--- src/rtl/kp_pkg.sv ---
// Shared types for the keypoint drain controller: keypoint record layout,
// field widths and the controller state encoding.
package kp_pkg;
  localparam int X_W     = 10;
  localparam int Y_W     = 10;
  localparam int SCORE_W = 8;
  localparam int DESC_W  = 256;

  typedef struct packed {
    logic [X_W-1:0]     x;
    logic [Y_W-1:0]     y;
    logic [SCORE_W-1:0] score;
    logic [DESC_W-1:0]  desc;
  } kp_t;

  typedef enum logic [1:0] {
    IDLE    = 2'd0,
    COLLECT = 2'd1,
    DRAIN   = 2'd2,
    DONE    = 2'd3
  } kd_state_e;
endpackage

--- src/rtl/key_drain_ctrl_if.sv ---
// Keypoint stream from the drain controller to the matcher.
// Handshake: a beat transfers on every clock edge where m_valid && m_ready.
// Once m_valid is raised, m_valid and all payload fields (m_x, m_y, m_score,
// m_desc, m_last) hold steady until that transfer; m_valid never depends on
// m_ready. m_last marks the final keypoint of a frame.
interface key_drain_ctrl_if;
  import kp_pkg::*;

  logic               m_valid;
  logic               m_ready;
  logic [X_W-1:0]     m_x;
  logic [Y_W-1:0]     m_y;
  logic [SCORE_W-1:0] m_score;
  logic [DESC_W-1:0]  m_desc;
  logic               m_last;

  modport master (output m_valid, m_x, m_y, m_score, m_desc, m_last, input m_ready);
  modport slave  (input m_valid, m_x, m_y, m_score, m_desc, m_last, output m_ready);
endinterface

--- src/rtl/kp_out_stage.sv ---
// Single-entry valid/ready output register holding one keypoint and its
// end-of-frame marker. The parent only loads when o_can_load is high.
module kp_out_stage
  import kp_pkg::*;
(
  input  logic i_clk,
  input  logic i_rst,
  input  logic i_load,
  input  kp_t  i_kp,
  input  logic i_last,
  input  logic i_set_last,
  input  logic i_ready,
  output logic o_valid,
  output kp_t  o_kp,
  output logic o_last,
  output logic o_fire,
  output logic o_can_load
);
  assign o_fire     = o_valid & i_ready;
  assign o_can_load = ~o_valid | i_ready;

  // Slot register: load has priority, then drain on transfer, then late last-marking.
  always_ff @(posedge i_clk or posedge i_rst) begin
    if (i_rst) begin
      o_valid <= 1'b0;
      o_kp    <= '0;
      o_last  <= 1'b0;
    end else if (i_load) begin
      o_valid <= 1'b1;
      o_kp    <= i_kp;
      o_last  <= i_last;
    end else if (o_fire) begin
      o_valid <= 1'b0;
      o_last  <= 1'b0;
    end else if (i_set_last && o_valid) begin
      o_last  <= 1'b1;
    end
  end
endmodule

--- src/rtl/key_drain_ctrl.sv ---
// Frame-level controller for the top-K keypoint buffer: gates insertions
// during a frame, then drains the buffer head-first to the matcher stream.
module key_drain_ctrl
  import kp_pkg::*;
#(
  parameter int SIZE  = 100,
  parameter int CNT_W = 10
) (
  input  logic               i_clk,
  input  logic               i_rst,
  input  logic               i_frame_start,
  input  logic               i_frame_end,
  input  logic               i_kp_valid,
  output logic               o_kp_ready,
  output logic               o_buf_valid,
  output logic               o_buf_next,
  input  logic               i_buf_flag,
  input  logic [X_W-1:0]     i_buf_x,
  input  logic [Y_W-1:0]     i_buf_y,
  input  logic [SCORE_W-1:0] i_buf_score,
  input  logic [DESC_W-1:0]  i_buf_desc,
  key_drain_ctrl_if.master   m_if,
  output logic               o_frame_done,
  output logic [CNT_W-1:0]   o_kp_count,
  output logic               o_overflow,
  output logic               o_busy,
  output kd_state_e          o_state
);
  kd_state_e        state;
  logic [CNT_W-1:0] count;
  logic [CNT_W-1:0] remaining;
  logic             overflow;
  logic             frame_done;

  kp_t  head_kp;
  kp_t  slot_kp;
  logic slot_valid, slot_last, slot_fire, slot_can_load;
  logic do_insert, count_inc, do_load, no_head, drain_end;

  assign head_kp   = {i_buf_x, i_buf_y, i_buf_score, i_buf_desc};
  assign do_insert = (state == COLLECT) && i_kp_valid;
  // Once the buffer is full, inserts still reach it (rear slot replaced) but are not counted.
  assign count_inc = do_insert && (count < CNT_W'(SIZE));
  assign do_load   = (state == DRAIN) && (remaining != '0) && i_buf_flag && slot_can_load;
  // Buffer ran dry before the expected count: stop popping and close the frame early.
  assign no_head   = (state == DRAIN) && (remaining != '0) && !i_buf_flag;
  assign drain_end = (state == DRAIN) && ((remaining == '0) || !i_buf_flag)
                     && (!slot_valid || slot_fire);

  // Frame FSM with its counters; frame_done is registered so it pulses on entry to DONE.
  always_ff @(posedge i_clk or posedge i_rst) begin
    if (i_rst) begin
      state      <= IDLE;
      count      <= '0;
      remaining  <= '0;
      overflow   <= 1'b0;
      frame_done <= 1'b0;
    end else begin
      frame_done <= 1'b0;
      case (state)
        IDLE: begin
          if (i_frame_start) begin
            count    <= '0;
            overflow <= 1'b0;
            state    <= COLLECT;
          end
        end
        COLLECT: begin
          if (count_inc) begin
            count <= count + CNT_W'(1);
          end else if (do_insert) begin
            overflow <= 1'b1;
          end
          if (i_frame_end) begin
            remaining <= count_inc ? count + CNT_W'(1) : count;
            state     <= DRAIN;
          end
        end
        DRAIN: begin
          if (do_load) begin
            remaining <= remaining - CNT_W'(1);
          end else if (no_head) begin
            remaining <= '0;
          end
          if (drain_end) begin
            state      <= DONE;
            frame_done <= 1'b1;
          end
        end
        DONE: state <= IDLE;
        default: state <= IDLE;
      endcase
    end
  end

  kp_out_stage u_out (
    .i_clk      (i_clk),
    .i_rst      (i_rst),
    .i_load     (do_load),
    .i_kp       (head_kp),
    .i_last     (remaining == CNT_W'(1)),
    .i_set_last (no_head),
    .i_ready    (m_if.m_ready),
    .o_valid    (slot_valid),
    .o_kp       (slot_kp),
    .o_last     (slot_last),
    .o_fire     (slot_fire),
    .o_can_load (slot_can_load)
  );

  assign m_if.m_valid = slot_valid;
  assign m_if.m_x     = slot_kp.x;
  assign m_if.m_y     = slot_kp.y;
  assign m_if.m_score = slot_kp.score;
  assign m_if.m_desc  = slot_kp.desc;
  assign m_if.m_last  = slot_last;

  assign o_kp_ready   = (state == COLLECT);
  assign o_buf_valid  = do_insert;
  assign o_buf_next   = do_load;
  assign o_frame_done = frame_done;
  assign o_kp_count   = count;
  assign o_overflow   = overflow;
  assign o_busy       = (state != IDLE);
  assign o_state      = state;
endmodule

--- src/flat_wrapper.sv ---
// flat-port wrapper written by rule: the top's interface ports become plain ports
module key_drain_ctrl_flat import kp_pkg::*;
#(
  parameter int SIZE  = 100,
  parameter int CNT_W = 10
)
  (i_clk, i_rst, i_frame_start, i_frame_end, i_kp_valid, o_kp_ready, o_buf_valid, o_buf_next, i_buf_flag, i_buf_x, i_buf_y, i_buf_score, i_buf_desc, o_frame_done, o_kp_count, o_overflow, o_busy, o_state, m_if_m_valid, m_if_m_x, m_if_m_y, m_if_m_score, m_if_m_desc, m_if_m_last, m_if_m_ready);
  key_drain_ctrl_if m_if_i ();
  input  logic i_clk;
  input  logic i_rst;
  input  logic i_frame_start;
  input  logic i_frame_end;
  input  logic i_kp_valid;
  output logic o_kp_ready;
  output logic o_buf_valid;
  output logic o_buf_next;
  input  logic i_buf_flag;
  input  logic [X_W-1:0] i_buf_x;
  input  logic [Y_W-1:0] i_buf_y;
  input  logic [SCORE_W-1:0] i_buf_score;
  input  logic [DESC_W-1:0] i_buf_desc;
  output logic o_frame_done;
  output logic [CNT_W-1:0] o_kp_count;
  output logic o_overflow;
  output logic o_busy;
  output kd_state_e o_state;
  output wire logic [$bits(m_if_i.m_valid)-1:0] m_if_m_valid;
  output wire logic [$bits(m_if_i.m_x)-1:0] m_if_m_x;
  output wire logic [$bits(m_if_i.m_y)-1:0] m_if_m_y;
  output wire logic [$bits(m_if_i.m_score)-1:0] m_if_m_score;
  output wire logic [$bits(m_if_i.m_desc)-1:0] m_if_m_desc;
  output wire logic [$bits(m_if_i.m_last)-1:0] m_if_m_last;
  input wire logic [$bits(m_if_i.m_ready)-1:0] m_if_m_ready;
  assign m_if_m_valid = m_if_i.m_valid;
  assign m_if_m_x = m_if_i.m_x;
  assign m_if_m_y = m_if_i.m_y;
  assign m_if_m_score = m_if_i.m_score;
  assign m_if_m_desc = m_if_i.m_desc;
  assign m_if_m_last = m_if_i.m_last;
  assign m_if_i.m_ready = m_if_m_ready;
  key_drain_ctrl #(.SIZE(SIZE), .CNT_W(CNT_W)) u_core (.i_clk(i_clk), .i_rst(i_rst), .i_frame_start(i_frame_start), .i_frame_end(i_frame_end), .i_kp_valid(i_kp_valid), .o_kp_ready(o_kp_ready), .o_buf_valid(o_buf_valid), .o_buf_next(o_buf_next), .i_buf_flag(i_buf_flag), .i_buf_x(i_buf_x), .i_buf_y(i_buf_y), .i_buf_score(i_buf_score), .i_buf_desc(i_buf_desc), .m_if(m_if_i), .o_frame_done(o_frame_done), .o_kp_count(o_kp_count), .o_overflow(o_overflow), .o_busy(o_busy), .o_state(o_state));
endmodule
--- config.mk ---
export PLATFORM = sky130hd
export DESIGN_NAME = key_drain_ctrl_flat
export DESIGN_NICKNAME = d
export VERILOG_FILES = /design/src/rtl/kp_pkg.sv /design/src/rtl/key_drain_ctrl_if.sv /design/src/rtl/kp_out_stage.sv /design/src/rtl/key_drain_ctrl.sv /design/src/flat_wrapper.sv
export SDC_FILE = /design/constraint.sdc
export NUM_CORES = 1
export LEC_CHECK = 0
export CAP_MARGIN = 20
export CORE_AREA = 2 2 231 233
export CTS_CLUSTER_SIZE = 28
export DETAILED_ROUTE_END_ITERATION = 7
export DIE_AREA = 0 0 233 235
export GPL_ROUTABILITY_DRIVEN = 0
export PLACE_DENSITY = 0.53
export SKIP_LAST_GASP = 1
export SLEW_MARGIN = 0
export SYNTH_ARGS = -nofsm -noshare
export SYNTH_HDL_FRONTEND = slang
export SYNTH_SLANG_ARGS = --single-unit
--- constraint.sdc ---
create_clock -name i_clk -period 25.8 [get_ports i_clk]
set_input_delay 3.87 -clock i_clk [delete_from_list [all_inputs] [get_ports i_clk]]
set_output_delay 3.87 -clock i_clk [all_outputs]
set_load 0.01 [all_outputs]
After elaboration in Yosys (flattened, before gate mapping)
Cells that the tools add are included.
- register bits: 310
- output and inout port bits: 304
- memories: 0
- bits in writable memories: 0
- bits of input ports: 291
- memory bits (read-only): 0
- bits in latches: 0
- bitwise logic cells: 3
- order comparisons: 1
- reductions and logical operators: 25
- eq/ne operators: 10
- multipliers: 0
- div/mod/pow operators: 0
- multiplexer cells: 22
- $add $sub $neg: 2
- shift operators: 0
- operator list (operator ; number):
    $mux W10 ; 5
    $pmux W10 S2 ; 2
    $add A10 B1 Y10 const B ; 1
    $eq A10 B1 Y1 const B ; 1
    $logic_not A10 Y1 ; 1
    $lt A10 B7 Y1 const B ; 1
    $mux W1 ; 10
    $reduce_bool A10 Y1 ; 1
    $sub A10 B1 Y10 const B ; 1
    $logic_and A1 B1 Y1 ; 9
    $pmux W2 S4 ; 1
    $reduce_bool A2 Y1 ; 4
    $mux W2 ; 3
    $ne A2 B2 Y1 const B ; 3
    $reduce_and A3 Y1 ; 2
    $eq A2 B2 Y1 const B ; 2
    $ne A2 B1 Y1 const B ; 2
    $reduce_and A4 Y1 ; 1
    $ne A3 B3 Y1 const B ; 1
    $reduce_bool A3 Y1 ; 1
    $eq A2 B1 Y1 const B ; 1
    $logic_not A1 Y1 ; 2
    $logic_not A2 Y1 ; 1
    $logic_or A1 B1 Y1 ; 2
    other kinds (5) ; 5

Longest topological paths before layout
Gate-level depths: netlist of run 1.
- word-level depth: 7
- gate-level depth with buffers: 10
- mapped depth without buffers: 8

By module
From an unflattened synthesis of run 1, not the netlist that was laid out.
- cells, all modules: 793
- area, all modules: 13197.7 µm²
- by module, submodules not included (module ; cells each ; instances ; area an instance (µm²) ; seq. area each (µm²)):
    kp_out_stage ; 609 ; 1 ; 11574.9 ; 7156.9
    key_drain_ctrl ; 184 ; 1 ; 1622.8 ; 600.6

Least setup slack after synthesis of run 1
No wires, ideal clock.
- kind: input to output
- start point: input port i_buf_flag
- end point: output port o_buf_next
- buffers on the path: 1
- arrival: 4.638 ns
- setup slack: 17.292 ns
- cell stages on the path: 5
- cell sequence: nand2_1 > nor2_1 > nand2_1 > inv_2 > buf_1
- longest elaborated chain between the ends: 2
- ends and longest elaborated chain (element ; RTL line ; text):
    from (decl) ; flat_wrapper.sv:17 ; input logic i_buf_flag;
    $logic_and A1 B1 Y1 (2 in series) ; key_drain_ctrl.sv:44 ; assign do_load = (state == DRAIN) && (remaining != '0) && i_buf_flag && slot_can_load;
    to (decl) ; flat_wrapper.sv:16 ; output logic o_buf_next;
Every way passes these cells.

Worst setup path in the final report of run 1
Same ends and word-level chain as after synthesis.

==> impl_metrics.toml, run 1 <==
[layout]
final_cell_mix = "nand2_1, clkdlybuf4s50_1, dfrtp_1, clkbuf_16"
final_layout_size_suffix_gt1_share_pct = 4.18
nFillCells = 5293
area_delta_synth_final_pct = 64.9
final_nets = 2253
antenna_cells = 0
layout_commonest_cell = "nand2_1"
final_cells = 2672

[cts]
ctsResizeCount = 0
tritoncts = "yes"
numCtsBuffers = 39
clock_path_buffers = 3
cts_setup_buffers = 0
clock_latency_ps = 540
cts_root_buffer = "clkbuf_16"
cts_hold_buf = 0
clock_sinks = 310
cts_max_level = 2
clkTransAtPathRegs_ps = 50

[critical_path]
cp_slowest_cell = "clkdlybuf4s50_1"
crit_path_max_incr_delay_ps = 660
critPathMaxFanout = 109
path_class = "in -> out"
crit_top_cell = "clkdlybuf4s50_1"
timing.critical_path.arrival_ps = 6360
worstPathCellList = "clkdlybuf4s50_1 -> nand2_1 -> nor2_1 -> nand2_4 -> inv_8 -> clkdlybuf4s50_1"
crit_path_start_kind = "primary input"
end_kind = "output port"
cp_data_required_time_ps = 21930

[hold_path]
worstHoldPathType = "reg -> reg"

[global_route]
first_global_vias = 11300
grt-ovfl-total = 0
grt_max_degree = 125
antenna_found_initial = 1
grt_usage_pct = 15.4
grt_pass1_wl_um = 66200

[die]
core_area_um2 = 52200
initial_core_util_pct = 23.4
ioPinCount = 595
num_rows = 84
fp.dieH_um = 235
fp.dieW_um = 233
dieArea_um2 = 54800

[placement]
dp.cells = 2601
numPortBuffers = 594
place_hpwl_um = 30700

[logic_synthesis]
ys.flop_type = "dfrtp_1"
synthesis.area_um2 = 12200
postSynthCellCount = 1380
synth_edf_count = 0
synth_warnings = 0
netlist.area_leader.share_pct = 63.4
yosysUniqueCellTypes = 53
yosys.area.top_type = "dfrtp_1"
synthesis.nets = 1678
avgSynthCellArea_um2 = 8.86
synthTopCellsByArea = "dfrtp_1, nand2_1, clkbuf_1, buf_2, ha_1"
yosysSeqAreaShare_pct = 63.4
async_flop_share_pct = 100
synth_seq_cells = 310

[detailed_routing]
num_vias = 11200
vias_per_cell = 4.20
post_drt_wl_per_cell_um = 16.2
drc_errors = 0
drt-pass1-iter-count = 4
route.antenna.remaining_nets = 0
wl_um = 43300
first_iter_violations = 545

[timing]
period_minus_slack_ps = 10230
fin_tns_setup_ps = 0
clock.fmax_mhz = 97.8
tightest_slew_ps = 1050
slew_viol_final = 0
period_share_pct = 39.6
rsz0062_at_grt = "false"
report.final.hold_viol_count = 0
maxSlewHeadroom_pct = 30.3
finClkSkew_ps = 8.23
setup_viol = 0

[power]
ir_drop_v = 0.0000505
powerDensity_nw_per_um2 = 121
p_leak_uw = 0.00970

[status]
status = "finished clean"

[run]
drv_cap = 0
==> critical path: cells and delay by family <==
kind | cells | cell delay, ps
and+or+nand+nor | 3 | 720
buffers and inverters | 3 | 1660
==> Yosys cell counts (4+ instances only) <==
cell        n
dfrtp_1   310
inv_1      13
nor3_1      9
clkbuf_1   45
nand4_1     7
nand2_1   865
o211ai_1    5
nor2_1     11
o21ai_0    12
ha_1        7
a22o_1      4
a21oi_1     8
buf_2      22
==> per-stage QoR <==
| step | hold slack [ps] | area, um^2 | util (%) | setup WS (ps) | total power (uW) |
|---|---|---|---|---|---|
| after floorplan | 511 | 12200 | - | 13360 | 1300 |
| after global placement | 456 | 18800 | 36.0 | 15600 | 1890 |
| after detailed placement | 461 | 18800 | 36.0 | 15580 | 1910 |
| after CTS | 475 | 20100 | 38.5 | 15580 | 2480 |
| after global routing | 492 | 20200 | 38.6 | 15340 | 2630 |
| final | 468 | 20200 | 38.6 | 15570 | 2440 |
==> where the power goes <==
part	internal [uW]	total, uW	switching (uW)
Combinational	527	1070	543
Sequential	700	816	116
Clock	341	555	214
Total	1570	2440	873
==> cell type report <==
cell class / instances / area, um^2 / area share [%]
repair buffers: 603 / 6030 / 29.9
clock buffers: 57 / 1160 / 5.73
inverters: 14 / 67.6 / 0.335
multi-input cells: 987 / 4140 / 20.5
clock inverters: 13 / 149 / 0.738
flip-flops and latches: 310 / 7760 / 38.5
well taps: 688 / 861 / 4.27
==> worst paths after layout <==
| kind | start | endpoint | slack [ps] | cells past startpoint |
|---|---|---|---|---|
| setup / recovery | i_buf_flag | o_buf_next | 15570 | 6 |
| hold / removal | u_core.u_out.o_kp[7]$_DFFE_PP0P_ | u_core.u_out.o_kp[7]$_DFFE_PP0P_ | 470 | 2 |
| setup reg to reg | u_core.o_state[0]$_DFFE_PP0P_ | u_core.u_out.o_kp[151]$_DFFE_PP0P_ | 21330 | 10 |
| hold reg to reg | u_core.u_out.o_kp[7]$_DFFE_PP0P_ | u_core.u_out.o_kp[7]$_DFFE_PP0P_ | 470 | 2 |
| max in group asynchronous | i_rst | u_core.u_out.o_kp[80]$_DFFE_PP0P_ | 19610 | 4 |
| min in group asynchronous | i_rst | u_core.u_out.o_kp[219]$_DFFE_PP0P_ | 3890 | 2 |
==> sequential cells by signal (all words and copies together) (netlist names) <==
signal	flops
u_core.u_out.o_last	1
u_core.o_state	2
u_core.u_out.o_valid	1
u_core.o_frame_done	1
u_core.remaining	10
u_core.o_overflow	1
u_core.o_kp_count	10
u_core.u_out.o_kp	284
==> routing by layer <==
| layer | up-vias | wire length [um] | global-route usage (%) |
|---|---|---|---|
| li1 | 5426 | - | - |
| met1 | 5281 | 17100 | 18.0 |
| met2 | 436 | 21000 | 26.3 |
| met3 | 67 | 4110 | 5.11 |
| met4 | 0 | 1110 | 5.04 |
| met5 | - | 0 | 0 |
==> cells by family (layout without fill, tap and decap cells) <==
logic type | after synthesis | in the layout | synth area share (%)
buffers and inverters | 83 | 687 | 2.77
adder cells (fa/ha/maj) | 7 | 7 | 0.716
flip-flops | 310 | 310 | 63.4
AND/OR/NAND/NOR | 920 | 920 | 29.4
XOR/XNOR | 5 | 5 | 0.358
AO/OA/AOI/OAI | 52 | 52 | 3.03
multiplexers | 3 | 3 | 0.256
(Power assumes the default switching activity.)
==> run 2, diff against run 1 <==
==> constraint.sdc (replaced) <==
create_clock -name i_clk -period 10.06 [get_ports i_clk]
set_input_delay 1.509 -clock i_clk [delete_from_list [all_inputs] [get_ports i_clk]]
set_output_delay 1.509 -clock i_clk [all_outputs]
set_load 0.01 [all_outputs]
==> run 2 against run 1 <==
Effect of this change: critical endpoint unchanged; clock power up 140%; sequential power rose to 2.6 times the previous value; die area unchanged; combinational power rose to 2.6 times the previous value; largest cell class unchanged; final area down 0.63%; wire length up 1.4%; clock-buffer cell count down 4; critical path type unchanged.
==> impl_metrics.toml, run 2 (synthesis results as in run 1) <==
[timing]
whs_ps = 470
period_minus_slack_ps = 5470
clock.fmax_mhz = 183
finalWorstSetupSlack_ps = 4590
report.final.hold_viol_count = 0
slew_viol_final = 0
finClkSkew_ps = 18.4
fin_tns_setup_ps = 0
maxSlewHeadroom_pct = 24.3
rsz0062_at_grt = "false"
period_share_pct = 54.4
setup_viol = 0
tightest_slew_ps = 1140

[cts]
clkTransAtPathRegs_ps = 50
tritoncts = "yes"
numCtsBuffers = 37
ctsResizeCount = 0
clock_latency_ps = 550
clock_sinks = 310
cts_hold_buf = 0
clock_path_buffers = 3
cts_setup_buffers = 0
cts_max_level = 2
cts_root_buffer = "clkbuf_16"

[detailed_routing]
route.antenna.remaining_nets = 0
met1_length_um = 17800
wl_um = 43900
met3_length_um = 4120
post_drt_wl_per_cell_um = 16.5
vias_per_cell = 4.18
num_vias = 11100
drt-pass1-iter-count = 4
first_iter_violations = 502
wl_met2_um = 21300
routed.top_layer = "met5"
drc_errors = 0

[layout]
antenna_cells = 0
final_cell_mix = "nand2_1, clkdlybuf4s50_1, dfrtp_1, clkbuf_16"
final_nets = 2251
largest_reg_flops = 284
final_layout_size_suffix_gt1_share_pct = 3.85
layout_commonest_cell = "nand2_1"
stdcell_area_um2 = 20000
area_delta_synth_final_pct = 63.9
regMostFlops = "u_core.u_out.o_kp"

[critical_path]
crit_path_max_incr_delay_ps = 680
r2r-start = "u_core.o_state[0]$_DFFE_PP0P_"
cp_slowest_cell = "clkdlybuf4s50_1"
timing.critical_path.arrival_ps = 3960
startpoint = "i_buf_flag"
crit_top_cell = "clkdlybuf4s50_1"
end_kind = "output port"
reg2reg_slack_ps = 5830
critPathTopFamily = "buffers and inverters"
critPathMaxFanout = 137
worstPathCellList = "clkdlybuf4s50_1 -> nand2_1 -> nor2_1 -> nand2_4 -> inv_8 -> clkdlybuf4s50_1"
path_class = "in -> out"
r2r-end = "u_core.u_out.o_kp[176]$_DFFE_PP0P_"
critical_path_buf_inv_count = 3
reg2reg_depth = 10
crit_path_start_kind = "primary input"
cp_data_required_time_ps = 8550

[global_route]
grt_max_degree = 163
grt-ovfl-total = 0
grt_pass1_wl_um = 66900
grt_usage_pct = 15.5
first_global_vias = 11300
antenna_found_initial = 2

[placement]
placed_area_um2 = 18800
pre_cts_slack_ps = 4560
numPortBuffers = 594
place_hpwl_um = 31200

[hold_path]
min-delay-start = "u_core.u_out.o_kp[102]$_DFFE_PP0P_"
hold-path-endpoint = "u_core.u_out.o_kp[102]$_DFFE_PP0P_"
holdPathStages = 2
worstHoldPathType = "reg -> reg"

[power]
powerDensity_nw_per_um2 = 308
ir_drop_v = 0.000145
fin_total_pwr_uw = 6170
p_leak_uw = 0.00964

[die]
num_rows = 84
core_area_um2 = 52200
initial_core_util_pct = 23.4
fp.dieH_um = 235
ioPinCount = 595
dieArea_um2 = 54800
fp.dieW_um = 233

[status]
status = "finished clean"

[run]
drv_cap = 0
[run 2: cell types whose count changed in the layout (fill, tap and decap cells not counted), sizes merged]
cell | before | now
clkbuf | 57 | 53
inv | 14 | 15
clkinvlp | 2 | 1
bufinv | 3 | 2
clkinv | 8 | 5
[run 2: worst max-delay path by stage]
stage                                    end  slack [ps]  depth (start not counted)
2_1_floorplan  u_core.o_frame_done$_DFF_PP0_        4420                          1
3_3_place_gp                      o_buf_next        4630                          6
3_5_place_dp                      o_buf_next        4560                          6
4_1_cts                           o_buf_next        4550                          6
5_1_grt                           o_buf_next        4450                          6
6_report                          o_buf_next        4590                          6
[run 2: area by class of cell]
type	count	area, um^2
inverters	14	63.8
clock inverters	9	103
well taps	688	861
multi-input cells	987	4140
fillers	5276	32200
clock buffers	53	1070
flip-flops and latches	310	7760
repair buffers	603	6050
[run 2: power by group]
part	leakage [uW]	total (uW)	internal [uW]	switching, uW
clock network	0.000580	1320	785	534
registers	0.00394	2110	1800	310
logic	0.00512	2750	1340	1400
[run 2: tightest hold or removal path, stage by stage (launching register included)]
cell,delay (ps)
dfrtp_1,340
nand2_1,50
nand2_1,50
[run 2: per-layer routing]
layer,up-vias,global-route usage (%)
li1,5406,-
met1,5257,18.6
met2,415,26.5
met3,55,5.42
met4,2,3.80
met5,-,0
[run 2: per-stage QoR]
step	utilization, %	cells
5_1_grt	38.4	2664
3_3_place_gp	36.1	2601
4_1_cts	38.3	2663
3_5_place_dp	36.1	2601
2_1_floorplan	-	1380
6_report	38.4	2664
==> run 3, diff against run 2 <==
--- a/config.mk
+++ b/config.mk
@@ -11,7 +11,7 @@
 export DETAILED_ROUTE_END_ITERATION = 7
 export DIE_AREA = 0 0 233 235
 export GPL_ROUTABILITY_DRIVEN = 0
-export PLACE_DENSITY = 0.53
+export PLACE_DENSITY = 0.55
 export SKIP_LAST_GASP = 1
 export SLEW_MARGIN = 0
 export SYNTH_ARGS = -nofsm -noshare
==> constraint.sdc (replaced) <==
create_clock -name i_clk -period 4.4 [get_ports i_clk]
set_input_delay 0.66 -clock i_clk [delete_from_list [all_inputs] [get_ports i_clk]]
set_output_delay 0.66 -clock i_clk [all_outputs]
set_load 0.01 [all_outputs]
==> run 3 against run 2 <==
Effect of this change: setup slack lost 3700 ps; wire length fell by 2.8%; sequential power grew 130%; register-to-register slack lost 4500 ps; power grew 130%; sequential cell count did not move; cell count increased by 0.34%; non-clock buffer count up 2; critical path depth grew 1; die area did not move; critical endpoint unchanged; largest cell class unchanged; largest power group unchanged; highest routed layer unchanged.
==> impl_metrics.toml, run 3 (synthesis results as in run 1) <==
[timing]
setup_viol = 0
slew_viol_final = 0
clock.fmax_mhz = 287
period_share_pct = 79.3
maxSlewHeadroom_pct = 43.7
rsz0062_at_grt = "false"
whs_ps = 470
finClkSkew_ps = 6.81
period_minus_slack_ps = 3490
report.final.hold_viol_count = 0
fin_tns_setup_ps = 0
tightest_slew_ps = 844

[critical_path]
r2r-start = "u_core.o_state[0]$_DFFE_PP0P_"
timing.critical_path.arrival_ps = 2830
crit_path_start_kind = "flip-flop"
crit_path_max_incr_delay_ps = 580
cp_slowest_cell = "clkdlybuf4s50_1"
cp_data_required_time_ps = 3740
reg2reg_depth = 9
r2r-end = "u_core.remaining[0]$_DFFE_PP0P_"
worstPathCellList = "inv_1 -> ha_1 -> nand2_1 -> nor2_1 -> nand2_4 -> inv_8 -> clkdlybuf4s50_1"
path_class = "reg -> out"
critPathMaxFanout = 30
startpoint = "u_core.o_state[0]$_DFFE_PP0P_"
end_kind = "output port"
reg2reg_slack_ps = 1380

[cts]
tritoncts = "yes"
cts_setup_buffers = 0
cts_hold_buf = 0
numCtsBuffers = 40
cts_max_level = 2
ctsResizeCount = 0
cts_root_buffer = "clkbuf_16"
clock_latency_ps = 540
clkTransAtPathRegs_ps = 50
clock_sinks = 310
clock_path_buffers = 3

[detailed_routing]
route.antenna.remaining_nets = 0
drc_errors = 0
drt-pass1-iter-count = 4
vias_per_cell = 4.16
wl_um = 42700
post_drt_wl_per_cell_um = 16.0
first_iter_violations = 498
num_vias = 11100

[hold_path]
min-delay-start = "u_core.u_out.o_kp[117]$_DFFE_PP0P_"
worstHoldPathType = "reg -> reg"
holdPathStages = 2
hold-path-endpoint = "u_core.u_out.o_kp[117]$_DFFE_PP0P_"

[power]
p_leak_uw = 0.00971
powerDensity_nw_per_um2 = 711
fin_total_pwr_uw = 14400
ir_drop_v = 0.000337

[die]
ioPinCount = 595
num_rows = 84
core_area_um2 = 52200
fp.dieH_um = 235
dieArea_um2 = 54800
initial_core_util_pct = 23.4
fp.dieW_um = 233

[global_route]
grt_usage_pct = 15.2
grt_max_degree = 151
grt-ovfl-total = 0
grt_pass1_wl_um = 65900
antenna_found_initial = 3
first_global_vias = 11400

[layout]
largest_reg_flops = 284
multi_input_area_um2 = 4140
nFillCells = 5190
seqCellArea_um2 = 7760
layout_commonest_cell = "nand2_1"
final_nets = 2256
stdcell_area_um2 = 20200
area_delta_synth_final_pct = 65.4
final_layout_size_suffix_gt1_share_pct = 4.08
final_cell_mix = "nand2_1, clkdlybuf4s50_1, dfrtp_1, clkbuf_16"
regMostFlops = "u_core.u_out.o_kp"

[placement]
placed_area_um2 = 18900
numPortBuffers = 594
place_hpwl_um = 30500

[run]
drv_cap = 0

[status]
status = "finished clean"
-- run 3: changes by cell type in the layout (fill, tap and decap cells not counted) --
cell        previous run  this run
buf_12                 1         5
buf_16                 1         0
buf_4                  7         6
bufinv_16              2         5
clkbuf_1               8        11
clkbuf_16             37        41
clkbuf_8               8         3
clkinv_2               5         6
clkinv_4               0         1
clkinvlp_4             1         2
diode_2                0         1
inv_6                  2         0
-- run 3: worst max path at each step --
stage,to,slack [ps],cells past startpoint
floorplan,u_core.o_frame_done$_DFF_PP0_,-390,1
global placement,u_core.remaining[0]$_DFFE_PP0P_,1170,8
detailed placement,u_core.remaining[0]$_DFFE_PP0P_,1070,8
CTS,o_buf_next,880,7
global route,o_buf_next,650,7
finish,o_buf_next,910,7
-- run 3: final cells by class --
cell class | count | share of cell area, %
diodes | 1 | 0.0124
well taps | 688 | 4.26
clock buffers | 55 | 5.48
multi-input cells | 987 | 20.5
clock inverters | 13 | 0.972
flip-flops and latches | 310 | 38.4
repair buffers | 605 | 30.1
inverters | 14 | 0.316
-- run 3: where the power goes --
part           internal, uW  switching (uW)  total, uW  leakage [uW]
registers              4110             714       4820       0.00394
clock network          2050            1230       3270      0.000638
logic                  3090            3180       6270       0.00514
-- run 3: per-stage QoR --
step | util, % | std cells | setup WS [ps]
after floorplan | - | 1380 | -387
after global placement | 36.2 | 2604 | 1170
after detailed placement | 36.2 | 2604 | 1070
after CTS | 38.7 | 2672 | 878
after global routing | 38.7 | 2673 | 654
final | 38.7 | 2673 | 911
-- run 3: layer usage --
metal / track usage (%) / part of all wire (%) / up-vias
li1: - / - / 5418
met3: 5.28 / 9.0 / 54
met2: 26.0 / 48 / 421
met5: 0 / 0.061 / -
met4: 4.15 / 2.0 / 4
met1: 17.9 / 41 / 5231
-- run 3: critical path, delay by kind of cell (launching register included) --
family | cells | cell delay (ps)
DFF | 1 | 410
adders and majority gates | 1 | 430
buffers and inverters | 3 | 870
and+or+nand+nor | 3 | 600
